$ cat config.mk
export PLATFORM = sky130hd
export DESIGN_NAME = load_store_unit
export DESIGN_NICKNAME = d
export VERILOG_FILES = /design/src/rtl/load_store_unit.sv
export SDC_FILE = /design/constraint.sdc
export NUM_CORES = 1
export LEC_CHECK = 0
export ABC_AREA = 1
export ABC_CLOCK_PERIOD_IN_PS = 2200
export CAP_MARGIN = 20
export CORE_AREA = 5 5 121 145
export DETAILED_ROUTE_END_ITERATION = 7
export DIE_AREA = 0 0 126 150
export PLACE_DENSITY = 0.85
export SLEW_MARGIN = 10
export SYNTH_ARGS = -nofsm -noshare
export SYNTH_HDL_FRONTEND = slang
export SYNTH_SLANG_ARGS = --single-unit
$ cat constraint.sdc
create_clock -name clk -period 2.2 [get_ports clk]
set_input_delay 0.44 -clock clk [delete_from_list [all_inputs] [get_ports clk]]
set_output_delay 0.44 -clock clk [all_outputs]
set_load 0.01 [all_outputs]
$ cat src/rtl/load_store_unit.sv
// Load/store unit between the memory stage and a word-only dmem.
// Sub-word stores are done as a read-modify-write. Sub-word loads are extended to 32 bits.
module load_store_unit #(
    parameter int n = 32
) (
    input  logic         clk,
    input  logic         reset_n,
    input  logic         req_valid,
    output logic         req_ready,
    input  logic         req_write,
    input  logic [1:0]   req_size,
    input  logic         req_unsigned,
    input  logic [n-1:0] req_addr,
    input  logic [n-1:0] req_wdata,
    output logic         resp_valid,
    output logic [n-1:0] resp_rdata,
    output logic         resp_err,
    output logic         mem_we,
    output logic [n-1:0] mem_addr,
    output logic [n-1:0] mem_wdata,
    input  logic [n-1:0] mem_rdata
);

    typedef enum logic [0:0] {
        ST_IDLE  = 1'b0,
        ST_MERGE = 1'b1
    } state_t;

    localparam logic [1:0] SZ_BYTE = 2'b00;
    localparam logic [1:0] SZ_HALF = 2'b01;
    localparam logic [1:0] SZ_WORD = 2'b10;

    state_t       r_state;
    state_t       w_next_state;

    logic         r_resp_valid;
    logic [n-1:0] r_resp_rdata;
    logic         r_resp_err;
    logic [n-1:0] r_addr;
    logic [1:0]   r_lane;
    logic [1:0]   r_size;
    logic [n-1:0] r_wdata;
    logic [n-1:0] r_old;

    logic         w_accept;
    logic         w_misalign;
    logic         w_capture;
    logic         w_we_raw;
    logic         w_resp_valid_d;
    logic [n-1:0] w_resp_rdata_d;
    logic         w_resp_err_d;

    // Select the addressed lane of a word and sign- or zero-extend it.
    function automatic logic [31:0] f_extract(input logic [31:0] word, input logic [1:0] lane,
                                              input logic [1:0] size, input logic uns);
        logic [7:0]  b;
        logic [15:0] h;
        logic [31:0] res;
        case (lane)
            2'd0:    b = word[7:0];
            2'd1:    b = word[15:8];
            2'd2:    b = word[23:16];
            2'd3:    b = word[31:24];
            default: b = 8'h00;
        endcase
        h = lane[1] ? word[31:16] : word[15:0];
        case (size)
            SZ_BYTE: res = {{24{b[7] & ~uns}}, b};
            SZ_HALF: res = {{16{h[15] & ~uns}}, h};
            SZ_WORD: res = word;
            default: res = 32'h0000_0000;
        endcase
        return res;
    endfunction

    // Replace only the target lane of the old word with the low bits of the store data.
    function automatic logic [31:0] f_merge(input logic [31:0] old, input logic [1:0] lane,
                                            input logic [1:0] size, input logic [31:0] wdata);
        logic [31:0] res;
        res = old;
        case (size)
            SZ_BYTE: begin
                case (lane)
                    2'd0:    res[7:0]   = wdata[7:0];
                    2'd1:    res[15:8]  = wdata[7:0];
                    2'd2:    res[23:16] = wdata[7:0];
                    2'd3:    res[31:24] = wdata[7:0];
                    default: res        = old;
                endcase
            end
            SZ_HALF: begin
                if (lane[1]) begin
                    res[31:16] = wdata[15:0];
                end else begin
                    res[15:0]  = wdata[15:0];
                end
            end
            default: res = old;
        endcase
        return res;
    endfunction

    assign req_ready  = (r_state == ST_IDLE);
    assign w_accept   = req_valid & req_ready;
    assign w_misalign = (req_size == 2'b11)
                      | ((req_size == SZ_HALF) & req_addr[0])
                      | ((req_size == SZ_WORD) & (req_addr[1:0] != 2'b00));

    // Reset overrides the write strobe so a pending merge never lands in memory.
    assign mem_we     = w_we_raw & reset_n;

    assign resp_valid = r_resp_valid;
    assign resp_rdata = r_resp_rdata;
    assign resp_err   = r_resp_err;

    // Next-state, memory-port and response-data decode.
    always_comb begin
        w_next_state   = r_state;
        w_we_raw       = 1'b0;
        mem_addr       = {req_addr[n-1:2], 2'b00};
        mem_wdata      = req_wdata;
        w_resp_valid_d = 1'b0;
        w_resp_rdata_d = '0;
        w_resp_err_d   = 1'b0;
        w_capture      = 1'b0;
        case (r_state)
            ST_IDLE: begin
                if (w_accept) begin
                    if (w_misalign) begin
                        w_resp_valid_d = 1'b1;
                        w_resp_err_d   = 1'b1;
                    end else if (!req_write) begin
                        w_resp_valid_d = 1'b1;
                        w_resp_rdata_d = f_extract(mem_rdata, req_addr[1:0], req_size, req_unsigned);
                    end else if (req_size == SZ_WORD) begin
                        w_we_raw       = 1'b1;
                        w_resp_valid_d = 1'b1;
                    end else begin
                        w_capture      = 1'b1;
                        w_next_state   = ST_MERGE;
                    end
                end else begin
                    w_next_state = ST_IDLE;
                end
            end
            ST_MERGE: begin
                w_we_raw       = 1'b1;
                mem_addr       = r_addr;
                mem_wdata      = f_merge(r_old, r_lane, r_size, r_wdata);
                w_resp_valid_d = 1'b1;
                w_next_state   = ST_IDLE;
            end
            default: begin
                w_next_state = ST_IDLE;
            end
        endcase
    end

    // State register.
    always_ff @(posedge clk) begin
        if (!reset_n) begin
            r_state <= ST_IDLE;
        end else begin
            r_state <= w_next_state;
        end
    end

    // Response registers and the holding registers for a pending merge.
    always_ff @(posedge clk) begin
        if (!reset_n) begin
            r_resp_valid <= 1'b0;
            r_resp_rdata <= '0;
            r_resp_err   <= 1'b0;
            r_addr       <= '0;
            r_lane       <= 2'b00;
            r_size       <= 2'b00;
            r_wdata      <= '0;
            r_old        <= '0;
        end else begin
            r_resp_valid <= w_resp_valid_d;
            r_resp_rdata <= w_resp_rdata_d;
            r_resp_err   <= w_resp_err_d;
            if (w_capture) begin
                r_addr  <= {req_addr[n-1:2], 2'b00};
                r_lane  <= req_addr[1:0];
                r_size  <= req_size;
                r_wdata <= req_wdata;
                r_old   <= mem_rdata;
            end
        end
    end

endmodule

After elaboration in Yosys (flattened, before gate mapping). Cells that the tools add are included.

Bits of input ports: 103. Output and inout port bits: 100. Flip-flop bits (word level): 117. Logic and storage cells: 70.

Reduce and logical (&&, ||, !) cells: 7. Equality and inequality tests: 10. Bitwise operators: 12. Multiplexer cells: 32.

Operators with widths (number): $pmux W32 S3 (1); $mux W32 (2); $mux W8 (8); $pmux W32 S2 (1); $mux W16 (3); $pmux W8 S4 (1); $mux W1 (13); $eq A2 B2 Y1 const B (6); $eq A2 B1 Y1 const B (4); $logic_not A2 Y1 (4); $and A1 B1 Y1 (6); $pmux W1 S2 (3); $reduce_or A5 Y1 (1); $not A1 Y1 (4); $reduce_or A3 Y1 (1); $or A1 B1 Y1 (2); $reduce_bool A2 Y1 (1).

Depth between registers and ports, before layout. Gate-level depths: netlist of run 1.

Depth after elaboration: 9. Depth in mapped cells: 10. Depth with buffers taken out: 9.

Least setup slack after synthesis of run 1. No wires, ideal clock.

Path kind: input port to output port. Start: input port req_addr[1]. End: output port mem_we. Arrival: 1470 ps. Stages: 7. Data required time: 1760 ps. Path slack: 290 ps. Cell sequence: buf_2 nor2_2 nor2_1 nor2_1 buf_2 nand3_1 a21oi_1.

Word-level cells in the longest chain between the ends: 7.

Ends and longest elaborated chain: from (decl) (line 13) `input logic [n-1:0] req_addr,`; $reduce_bool A2 Y1 (line 107) `| ((req_size == SZ_WORD) & (req_addr[1:0] != 2'b00));`; $and A1 B1 Y1 (line 107); $or A1 B1 Y1 (line 107); $mux W1 (line 129) `if (w_misalign) begin`; $mux W1 (line 128) `if (w_accept) begin`; $pmux W1 S2 (line 126) `case (r_state)`; $and A1 B1 Y1 (line 110) `assign mem_we = w_we_raw & reset_n;`; to (decl) (line 18) `output logic mem_we,`.

Every way passes these cells.

Worst setup path in the final report of run 1.
Start: register r_state. End: output port req_ready.

Word-level cells in the longest chain between the ends: 1.

Ends and longest elaborated chain: from (decl) (line 33) `state_t r_state;`; from (signal assigned) (line 164) `r_state <= w_next_state;`; $not A1 Y1; to (decl) (line 9) `output logic req_ready,`.

Every way passes these cells.

==> results of run 1 <==
[power groups by stage]
stage,combinational (uW),sequential (uW),clock [uW]
finish,1280,2280,2860
global route,1400,2280,2980
CTS,1260,2270,2890
detailed placement,1260,2320,0
global placement,1240,2310,0
floorplan,655,2300,0
[layer usage]
layer / vias up / track usage / wire, um
met5: - / 0 / 0
met1: 3903 / 0.309 / 9920
met3: 93 / 0.0518 / 1810
li1: 4188 / - / -
met4: 0 / 0.133 / 1220
met2: 385 / 0.450 / 12800
[state kept, by name, summed over array words and instances, names as in the netlist]
signal / flops
resp_rdata: 32
r_old: 32
resp_err: 1
r_addr: 30
r_lane: 2
r_state: 1
r_size: 2
r_wdata: 16
resp_valid: 1
[worst max-delay path: stages, from the launching register on]
cell and delay (ns):
dfxtp_2 0.36, inv_1 0.29, buf_4 0.21, clkdlybuf4s50_1 0.54
[cell usage in the layout (no fill, tap or decap), types with 4 or more instances in the layout]
cell type / instances
dlymetal6s2s_1: 32
nand3_1: 43
buf_4: 44
inv_2: 5
a21oi_1: 57
clkbuf_2: 10
dfxtp_1: 112
or2_2: 12
clkdlybuf4s50_1: 133
a22oi_1: 14
nor2_4: 7
o21ai_1: 9
buf_6: 9
nand2_1: 312
o21ai_0: 64
a31oi_1: 4
buf_2: 18
a21oi_2: 4
buf_12: 12
nor2_2: 4
clkbuf_16: 19
inv_1: 159
nor2_1: 180
nand4_1: 82
nand2_2: 6
o211ai_1: 8
nand3_2: 7
[metrics by stage]
step | std cells | setup WS [ns] | hold WS, ns | TNS (ns) | instance area, sq um
after floorplan | 1192 | 0.290 | 0.446 | 0 | 7040
after global placement | 1582 | -0.321 | 0.457 | -17.98 | 9530
after detailed placement | 1582 | -0.365 | 0.472 | -21.40 | 9530
after CTS | 1618 | -0.0266 | 0.328 | -0.0464 | 10200
after global routing | 1624 | -0.110 | 0.361 | -0.782 | 10400
final | 1624 | -0.0473 | 0.340 | -0.0473 | 10400
[how the worst max path moves through the flow]
stage | end | depth (start not counted) | startpoint
2_1_floorplan | mem_we | 7 | req_addr[1]
3_3_place_gp | resp_rdata[1] | 8 | req_addr[0]
3_5_place_dp | resp_rdata[17] | 8 | req_addr[0]
4_1_cts | req_ready | 3 | r_state
5_1_grt | mem_wdata[15] | 9 | r_lane[1]
6_report | req_ready | 3 | r_state
[what timing repair did]
action	in CTS	in global routing
pin swaps	8	17
setup endpoints to repair	64	95
gates resized for setup	131	83
cloned	1	2
setup buffers	3	2
[cell families (layout without fill, tap and decap cells)]
group,Yosys count,in the layout
AO/OA/AOI/OAI,163,163
buffers and inverters,249,467
flip-flops,117,117
other,1,4
AND/OR/NAND/NOR,661,661
[final cells by class]
type / count / area [sq um]
Antenna cell: 2 / 5.00
Clock buffer: 21 / 460
Clock inverter: 11 / 150
Fill cell: 1414 / 5700
Inverter: 167 / 633
Multi-Input combinational cell: 826 / 3830
Sequential cell: 117 / 2360
Tap cell: 212 / 265
Timing Repair Buffer: 268 / 2680
==> summary.md, run 1 <==
The run finished, with violations left. The checks that failed: negative setup slack. The tools report the leakage power total as 0.00504 uW. The utilization after layout is 0.645, and the post-detailed-route wirelength per cell is 15.9 um.

The area share of xor/xnor cells in the synthesized design works out to 0. The cell sitting at the root of the clock tree is a clkbuf_16. The tools report the total track usage as 0.262.

The number of failing setup endpoints in the final timing report was 1; the clock tree skew after final layout was 0.00704 ns. Dividing total power by cell area gives a power density of 618 nW/um^2. In this run the critical register-to-register path is launched from r_state. The signed area change from the synthesized netlist to the final layout was 47.5%.

The placer's final routability congestion estimate was 0.930; the maximum fanout count along the critical path was 9. In the routed layout, each cell is associated on average with a via count of 5.28. By area, the combinational part of the netlist is dominated by simple AND/OR/NAND/NOR gates. The H-tree was split into 4 levels. Yosys printed 0 warnings.

The overall die area was 18900 sq um; the required time reported for the critical path endpoint was 1.76 ns. The path with the worst hold slack has its endpoint at r_size[1]. Clock tree synthesis found a total of 117 sinks. The compound-gate portion of the synthesized area works out to 0.125. For the sum of routed wire length over all layers, the log shows 25800 um.

The switching power as a share of total power was 0.279. Derived from the worst setup path, the maximum achievable clock frequency is 445 MHz. The effective utilization at floorplan was 0.438; the largest vdd supply drop was 0.000480 V. The type of destination of the critical path is an output pin. The final clock period utilization by the worst path was 1.02. STA classifies the critical path startpoint as a register.

Counting flops with a built-in enable in the synthesized netlist gives 0. The die is 126 um wide. At the end of the flow, the number of nets in the layout was 1500. Internal power comes to 4620 uW.

The run gives 0 as the post-detailed-route DRC marker count. The number of cells on the worst reg-to-reg path came out at 7. Power dissipated by switching net loads: 1790 uW.

The class of the tightest hold or removal check was in -> reg. The run gives 0.54 ns as the setup slack of the most critical reg-to-reg path. The critical path class was reg -> out. The simple-gate share of the synthesized area was 0.401; the normalized max-slew margin was 0.444.

The run gives 0.41 ns as the later-pin clock latency in the skew report. The worst setup margin was -0.0473 ns; the hold buffer count at CTS was 0. Summing internal, switching and leakage power gives 6410 uW. The logs give 0 for the count of max-cap constraint violations and 2 for the number of antenna violations at the first check in global routing.

For this run, the leading register cell type out of synthesis is dfxtp_1. The part of the power in registers was 0.355. In this run, the number of DRC markers left after iteration 0 of detailed routing was 808. The floorplan die height is 150 um, and the number of synthesized register bits is 117.

The tools report the worst reg2reg path endpoint as resp_rdata[8]. The number of pins exceeding their max-slew limit in the final report was 0; the share of flip-flops with an asynchronous set or reset was 0. Counting I/O delays and the setup requirement, the final critical path takes 2.25 ns. The multiplexer area fraction after synthesis works out to 0. The register clock-pin slew on the reported worst setup and hold paths is 0.05 ns, and the clock network power share is 0.446.

The maximum number of pins on one net before global-route repair was 85; the number of distinct library cells after synthesis was 26. The worst hold path stage count is 3, and the proportion of layout cells with a drive suffix above 1 is 0.130. The fraction of the mapped netlist area in adder cells came out at 0.

The initialized floorplan defines 51 standard-cell rows. The logs give 0.199 for the proportion of power drawn by combinational gates and 40700 um for the first-pass GRT wire length. The share of the synthesized area in the top cell type is 0.333, and the number of buffers on the longest clock path is 2. Counting instances in the post-synthesis netlist gives the leading cell types as nand2_1 (321), nor2_1 (185), inv_1 (163). The tools report the number of global-route vias before repair as 8090. Setup repair after global routing could not meet its margin everywhere. In this run the remaining antenna-violating nets after routing total 0. The number of vias in the routed layout was 8569. The first-pass iteration count of the detailed router was 6. The number of port buffers was 200; the sequential area share after synthesis was 0.333.

The final count of hold timing violations is 0. Dividing the synthesized area by the synthesized cell count gives 5.91 sq um. The aggregate global routing overflow was 0.

Summing every instance area after synthesis gives 7040 sq um. For the area of the core region, the log shows 16100 sq um. At the pin with the least slew margin, the transition time is 0.834 ns. The half-perimeter wire length after detailed placement is 18000 um, and the number of instances in the synthesized netlist is 1191. The worst hold path startpoint was reset_n. dfxtp_1 takes more of the synthesized area than any other cell. TritonCTS built the clock tree. The run gives 1.81 ns as the arrival time reported for the critical path endpoint. The most frequent cell after synthesis was nand2_1.

Ranked by total cell area, the synthesized netlist is headed by dfxtp_1 (33%), nand2_1 (17%), nor2_1 (9.9%), inv_1 (8.7%), nand4_1 (7.3%). The number of I/O pins was 203; the number of buffers created by CTS was 17.
(Power assumes the default switching activity.)
==> inputs of run 2 (changes only) <==
--- a/config.mk
+++ b/config.mk
@@ -5,13 +5,13 @@
 export SDC_FILE = /design/constraint.sdc
 export NUM_CORES = 1
 export LEC_CHECK = 0
-export ABC_AREA = 1
 export ABC_CLOCK_PERIOD_IN_PS = 2200
 export CAP_MARGIN = 20
-export CORE_AREA = 5 5 121 145
+export CORE_AREA = 5 5 113 137
 export DETAILED_ROUTE_END_ITERATION = 7
-export DIE_AREA = 0 0 126 150
-export PLACE_DENSITY = 0.85
+export DIE_AREA = 0 0 118 142
+export GPL_TIMING_DRIVEN = 0
+export PLACE_DENSITY = 0.89
 export SLEW_MARGIN = 10
 export SYNTH_ARGS = -nofsm -noshare
 export SYNTH_HDL_FRONTEND = slang
==> run 2 against run 1 <==
The flow still finishes with violations (negative setup slack). Final area decreased by 8.8%. Critical path depth increased by 3. Non-clock buffer count increased by 18. Synthesized cell count decreased by 37%. First-iteration DRC count decreased by 32%. Cell count decreased by 27%. Count of clock-buffer cells in the layout increased by 2. Hold slack improved by 0.12 ns. Power decreased by 7.9%. Register-to-register slack improved by 0.04 ns. Critical endpoint is now mem_wdata[24].
==> summary.md, run 2 <==
The total track usage is 0.266. The post-detailed-route wirelength per cell works out to 19.7 um. The number of warnings reported in the yosys synthesis log was 0; the area of the core region was 14100 sq um. Leaving out filler cells and counting taps, the final layout contains 1182.

The final reports fail on negative setup slack. Pin slew with the least headroom to its limit: 0.536 ns. The run gives 0.674 as the utilization after layout.

At the worst endpoint, the required time is 1.76 ns. The tools report the first-pass iteration count of the detailed router as 5. The post-detailed-route DRC marker count is 0, and the antenna violation net count after detailed routing is 0. The H-tree was split into 4 levels. Wires add up to 23300 um.

The clock tree skew after final layout is 0.00628 ns. The share of flip-flops with an asynchronous set or reset is 0. After the first detailed-routing iteration, the DRC count stood at 548. The type of element launching the critical path is a register.

The most common library cell in the layout ignoring fill and taps is nand2_1. Clock tree synthesis found a total of 117 sinks. The cell taking the most area after synthesis was dfxtp_1. After clock tree synthesis, the clock-pin slew on the worst setup and hold paths is 0.05 ns. The share of the synthesized area in the top cell type is 0.380, and the maximum number of pins on one net before global-route repair is 20. The minimum period implied by the final worst setup slack is 2.29 ns.

In this run the vertical extent of the chip is 142 um. The tools report the number of antenna violations at the first check in global routing as 0. In the synthesized netlist, the number of instances is 756. The tools report the post-route total power as 5900 uW. The number of distinct library cells after synthesis was 47. 203 I/O pins were placed. The tools report the setup slack of the most critical reg-to-reg path as 0.58 ns.

The tools report the sequential area share after synthesis as 0.380. The cell sitting at the root of the clock tree is a clkbuf_16. Setup violations remaining at the end of the flow were counted as 11.

The logs give 36100 um for the first-pass GRT wire length and 0.439 for the effective utilization at floorplan. Yosys mapped a number of flops with a built-in enable equal to 0. Using the TritonRoute via totals, the vias-per-cell ratio works out to 5.73. The tools report the type of destination of the critical path as an output pin.

The number of pins exceeding their max-slew limit in the final report is 0, and the upper clock frequency limit is 437 MHz. Counting instances in the post-synthesis netlist gives the leading cell types as nand2_1 (204), dfxtp_1 (117), a21boi_0 (82). TritonCTS built the clock tree. After clock tree synthesis, the flow added hold-fix buffers numbering 0. The logs give 1132 for the count of placed standard cells including taps and 0.000519 V for the largest vdd supply drop. The worst setup margin was -0.0899 ns; the signed area change from the synthesized netlist to the final layout was 53.5%. In the post-synthesis netlist, the cell with the most instances is nand2_1.

The normalized max-slew margin is 0.643, and the aggregate global routing overflow is 0. Summing every instance area after synthesis gives 6170 sq um. The tools report the later-pin clock latency in the skew report as 0.41 ns. TritonCTS created 17 clock buffers.

The number of diodes was 0; the leakage power total was 0.00353 uW. The tools report the count of max-cap constraint violations as 0. Power spread over the standard cell area amounts to 624 nW/um^2. The proportion of layout cells with a drive suffix above 1 works out to 0.261. Final count of hold timing violations: 0. The horizontal die dimension is 118 um. The number of port buffers came out at 200.

Setup repair after global routing could not meet its margin everywhere. Maximum fanout count along the critical path: 8. The number of buffers on the longest clock path is 2.

The final layout contains 1099 nets. The tightest min-delay check is of the reg -> reg type. At the worst endpoint, the arrival time is 1.85 ns. Ranked by total cell area, the synthesized netlist is headed by dfxtp_1 (38%), nand2_1 (12%), a21boi_0 (10%), mux2_2 (9.3%), a21oi_1 (3.2%).

After legalization and detailed placement, the total HPWL measured 16600 um. The number of global-route vias before repair was 6878. The run finished, with violations left. The final clock period utilization by the worst path is 1.04, and the average instance area after synthesis is 8.16 sq um.

The number of core rows is 48. Routability-driven placement finished with a final weighted congestion of 0.964. The number of synthesized register bits came out at 117. The logs give 16800 sq um for the overall die area and 6778 for the number of vias in the routed layout. The critical path is of the reg -> out type. In the layout the commonest cells are nand2_1 (201), clkdlybuf4s50_1 (132), dfxtp_1 (113). Among all flip-flop cells after synthesis, the most frequent one is dfxtp_1.
run 2: cell types whose count changed in the layout (fill, tap and decap cells not counted), sizes merged, moves of 44 or more:
cell    delta
nand3     -44
nand4     -81
mux2      +51
nand2    -116
a21boi    +82
inv      -158
nor2     -148
o21ai     -54
run 2: cell type report:
class | count | area [sq um]
well taps | 175 | 219
flip-flops and latches | 117 | 2350
fillers | 1094 | 4590
multi-input cells | 564 | 3800
clock inverters | 7 | 96.3
repair buffers | 223 | 2010
clock buffers | 23 | 498
inverters | 10 | 41.3
plain buffers | 63 | 450
run 2: layer usage:
layer / up-vias / track usage / part of all wire / wire (um)
met3: 101 / 0.0676 / 0.082 / 1900
li1: 3100 / - / - / -
met5: - / 0 / 0 / 0
met2: 406 / 0.445 / 0.48 / 11200
met1: 3171 / 0.313 / 0.39 / 8980
met4: 0 / 0.146 / 0.052 / 1200
run 2: final timing paths:
path / endpoint / cells past startpoint / startpoint
max reg2reg: r_old[1] / 6 / r_state
min: r_addr[12] / 2 / r_addr[12]
max: mem_wdata[24] / 6 / r_lane[1]
min reg2reg: r_addr[12] / 2 / r_addr[12]
run 2: stage by stage:
| step | TNS (ns) | hold WS (ns) | setup slack, ns | instance area, sq um |
|---|---|---|---|---|
| 5_1_grt | -1.54 | 0.482 | -0.147 | 9470 |
| 2_1_floorplan | 0 | 0.440 | 0.409 | 6170 |
| 3_5_place_dp | -13.74 | 0.457 | -0.877 | 8390 |
| 6_report | -0.326 | 0.463 | -0.0899 | 9470 |
| 4_1_cts | -0.357 | 0.464 | -0.0722 | 9300 |
| 3_3_place_gp | -11.46 | 0.447 | -0.847 | 8390 |
run 2: logic make-up after synthesis:
family	count (synthesis)	share of synthesized area
simple gates	281	0.188
compound gates	212	0.241
flops	117	0.380
buf+inv	76	0.0582
mux	69	0.132
other cells	1	0.000608
run 2: what timing repair did:
item / 4_1_cts / 5_1_grt
endpoints found under the setup margin: 64 / 33
setup buffers: 15 / 8
gates cloned: 2 / 0
hold endpoints to repair: 0 / 0
pin swaps: 19 / 29
resized for setup: 277 / 44
run 2: worst max-delay path, cell delays in order, from the launching register on:
cell,delay (ns)
dfxtp_4,0.44
nor2b_4,0.22
buf_6,0.15
a32o_2,0.19
a21oi_2,0.04
a31oi_1,0.22
buf_2,0.17
run 2: power by group:
part	internal, uW	switching [uW]
clock network	1800	961
registers	2170	49.6
logic	478	441
total	4450	1450
==> inputs of run 3 (changes only) <==
--- a/config.mk
+++ b/config.mk
@@ -12,6 +12,7 @@
 export DIE_AREA = 0 0 118 142
 export GPL_TIMING_DRIVEN = 0
 export PLACE_DENSITY = 0.89
+export REMOVE_ABC_BUFFERS = 1
 export SLEW_MARGIN = 10
 export SYNTH_ARGS = -nofsm -noshare
 export SYNTH_HDL_FRONTEND = slang
==> run 3 against run 2 <==
The run still ends with negative setup slack left. Power grew 2.0%. Worst setup slack gained 0.037 ns. Non-clock buffer count shrank 25. Register-to-register slack lost 0.46 ns. Sequential cell count is the same. Global-route usage shrank 2.0 points. Final area grew 0.69%.
==> summary.md, run 3 (synthesis gave the netlist of run 2 again) <==
In this run the remaining antenna-violating nets after routing total 0. The run gives 0 as the aggregate global routing overflow. In this run, post-CTS hold repair placed 0 buffers. The proportion of layout cells with a drive suffix above 1 was 0.254. The H-tree was split into 4 levels. The multi-input combinational cells in the finished layout cover a total of 3760 sq um. After detailed routing, the number of remaining DRC violations is 0. For the sum of routed wire length over all layers, the log shows 22100 um. The minimum period implied by the final worst setup slack works out to 2.25 ns.

Upper clock frequency limit: 444 MHz. Critical path class: reg -> out. The number of antenna violations at the first check in global routing was 0; the maximum fanout count along the critical path was 8. The most common library cell in the layout ignoring fill and taps was nand2_1. The via density per instance came out at 5.71. The tools report the number of failing setup endpoints in the final timing report as 20. Setup repair after global routing could not meet its margin everywhere. Registers take 2360 sq um. After legalization and detailed placement, the total HPWL measured 13900 um. The worst setup path is launched from a register. Entering global routing, the biggest net connects 52 pins.

The checks that failed: negative setup slack. For the met3 usage, the log shows 0.0827. TritonCTS built the clock tree. The run gives 2 as the number of buffers on the longest clock path. The top cell types in the final layout, fill and taps aside, are nand2_1 (201), clkdlybuf4s50_1 (131), dfxtp_1 (112). Counting the buffers created by CTS gives 17. After clock tree synthesis, the clock-pin slew on the worst setup and hold paths is 0.05 ns.

Signed area change from the synthesized netlist to the final layout: 54.5%. Across the routed clock network, the largest skew measured is 0.00517 ns. The number of antenna diodes in the final layout is 0. Across the run, the number of max-cap violations was 0. The number of port buffers was 200. In this run the power spent charging and discharging nets is 1450 uW.

The horizontal die dimension works out to 118 um. The proportion of power drawn by combinational gates is 0.152, and the arrival time reported for the critical path endpoint is 1.81 ns. At the pin with the least slew margin, the transition time is 0.657 ns.

The final route contains 6607 vias. Busiest layer in global routing: met2. Part of the power in registers: 0.368. The global-route track usage on met1 came out at 0.285.

The normalized max-slew margin came out at 0.561. The total power density per cell area was 632 nW/um^2. The first-pass iteration count of the detailed router is 5.

The number of global-route vias before repair is 6333, and the number of nets at the end of the flow is 1075. The number of I/O pins is 203. The clock sink count was 117.

IR analysis of the VDD net gives a maximum drop of 0.000540 V. The tools report the final count of hold timing violations as 0. The final clock period utilization by the worst path came out at 1.02.

In this run the clock root is driven by a clkbuf_16. The post-route total power was 6020 uW. The total track usage is 0.246, and the clock network power share is 0.481.

The switching power as a share of total power works out to 0.241. The run finished, with violations left. The required time reported for the critical path endpoint came out at 1.76 ns. In the final routed layout, each cell accounts on average for 19.1 um. The logs give 0.426 for the global routing usage on met2 and 48 for the number of core rows.

For the worst-skew pair, the clock arrives at the later sink with an insertion delay of 0.42 ns. For this block, the initial DRC count from the detailed router was 537. STA classifies the critical path endpoint as an output pin.

Worst setup margin: -0.0528 ns. The placer's final routability congestion estimate came out at 0.834. Area of the core region: 14100 sq um.

For the number of filler instances in the final layout, the log shows 1076. Hold is met by 0.459 ns. The first-pass GRT wire length was 33300 um.

The tools report the effective utilization at floorplan as 0.439. The class of the tightest hold or removal check was reg -> reg. The logs give 0.00355 uW for the leakage power total and 0 for the number of pins exceeding their max-slew limit in the final report.

The cell-internal power is 4570 uW, and the overall die area is 16800 sq um. In this run the vertical extent of the chip is 142 um.
-- run 3: critical path, cell delays in order, from the launching register on --
cell and delay, ns:
dfxtp_4 0.42, nand2b_4 0.18, buf_6 0.10, mux2_4 0.29, a22oi_2 0.15, a31oi_1 0.10, buf_2 0.15
-- run 3: power groups by stage --
stage | Sequential, uW | Combinational [uW] | Clock, uW
global placement | 2270 | 832 | 0
detailed placement | 2260 | 863 | 0
floorplan | 2260 | 344 | 0
global route | 2220 | 983 | 3030
CTS | 2210 | 873 | 2930
finish | 2210 | 914 | 2890
-- run 3: area by class of cell --
type                            instances  share of cell area
Clock inverter                          8              0.0129
Tap cell                              175              0.0230
Sequential cell                       117               0.248
Timing Repair Buffer                  261               0.265
Multi-Input combinational cell        565               0.395
Inverter                               10             0.00433
Clock buffer                           22              0.0519
-- run 3: repair_timing --
item	CTS	global route
endpoints found under the setup margin	178	76
gates cloned	4	1
hold endpoints to repair	0	0
pin swaps	6	34
buffers inserted	30	20
resized for setup	197	84
-- run 3: worst paths after layout --
path	slack (ns)	cells after the start	end	from
worst max register to register	0.12	6	r_old[21]	r_state
worst min-delay path	0.46	2	r_addr[8]	r_addr[8]
worst max-delay path	-0.05	6	mem_wdata[10]	r_lane[1]
worst min register to register	0.46	2	r_addr[8]	r_addr[8]
-- run 3: per-stage QoR --
stage | util | setup slack, ns | TNS [ns] | area (sq um) | cells
3_5_place_dp | 0.586 | -1.27 | -113.36 | 8230 | 1075
4_1_cts | 0.656 | -0.145 | -1.41 | 9230 | 1139
3_3_place_gp | 0.574 | -3.89 | -478.14 | 8070 | 1066
2_1_floorplan | - | -1.85 | -206.54 | 5850 | 691
6_report | 0.678 | -0.0528 | -0.650 | 9530 | 1158
5_1_grt | 0.678 | -0.153 | -2.30 | 9530 | 1158
-- run 3: layer usage --
metal	share of wire	routed length (um)
met1	0.38	8290
met2	0.51	11200
met3	0.091	2010
met4	0.027	603
met5	0	0
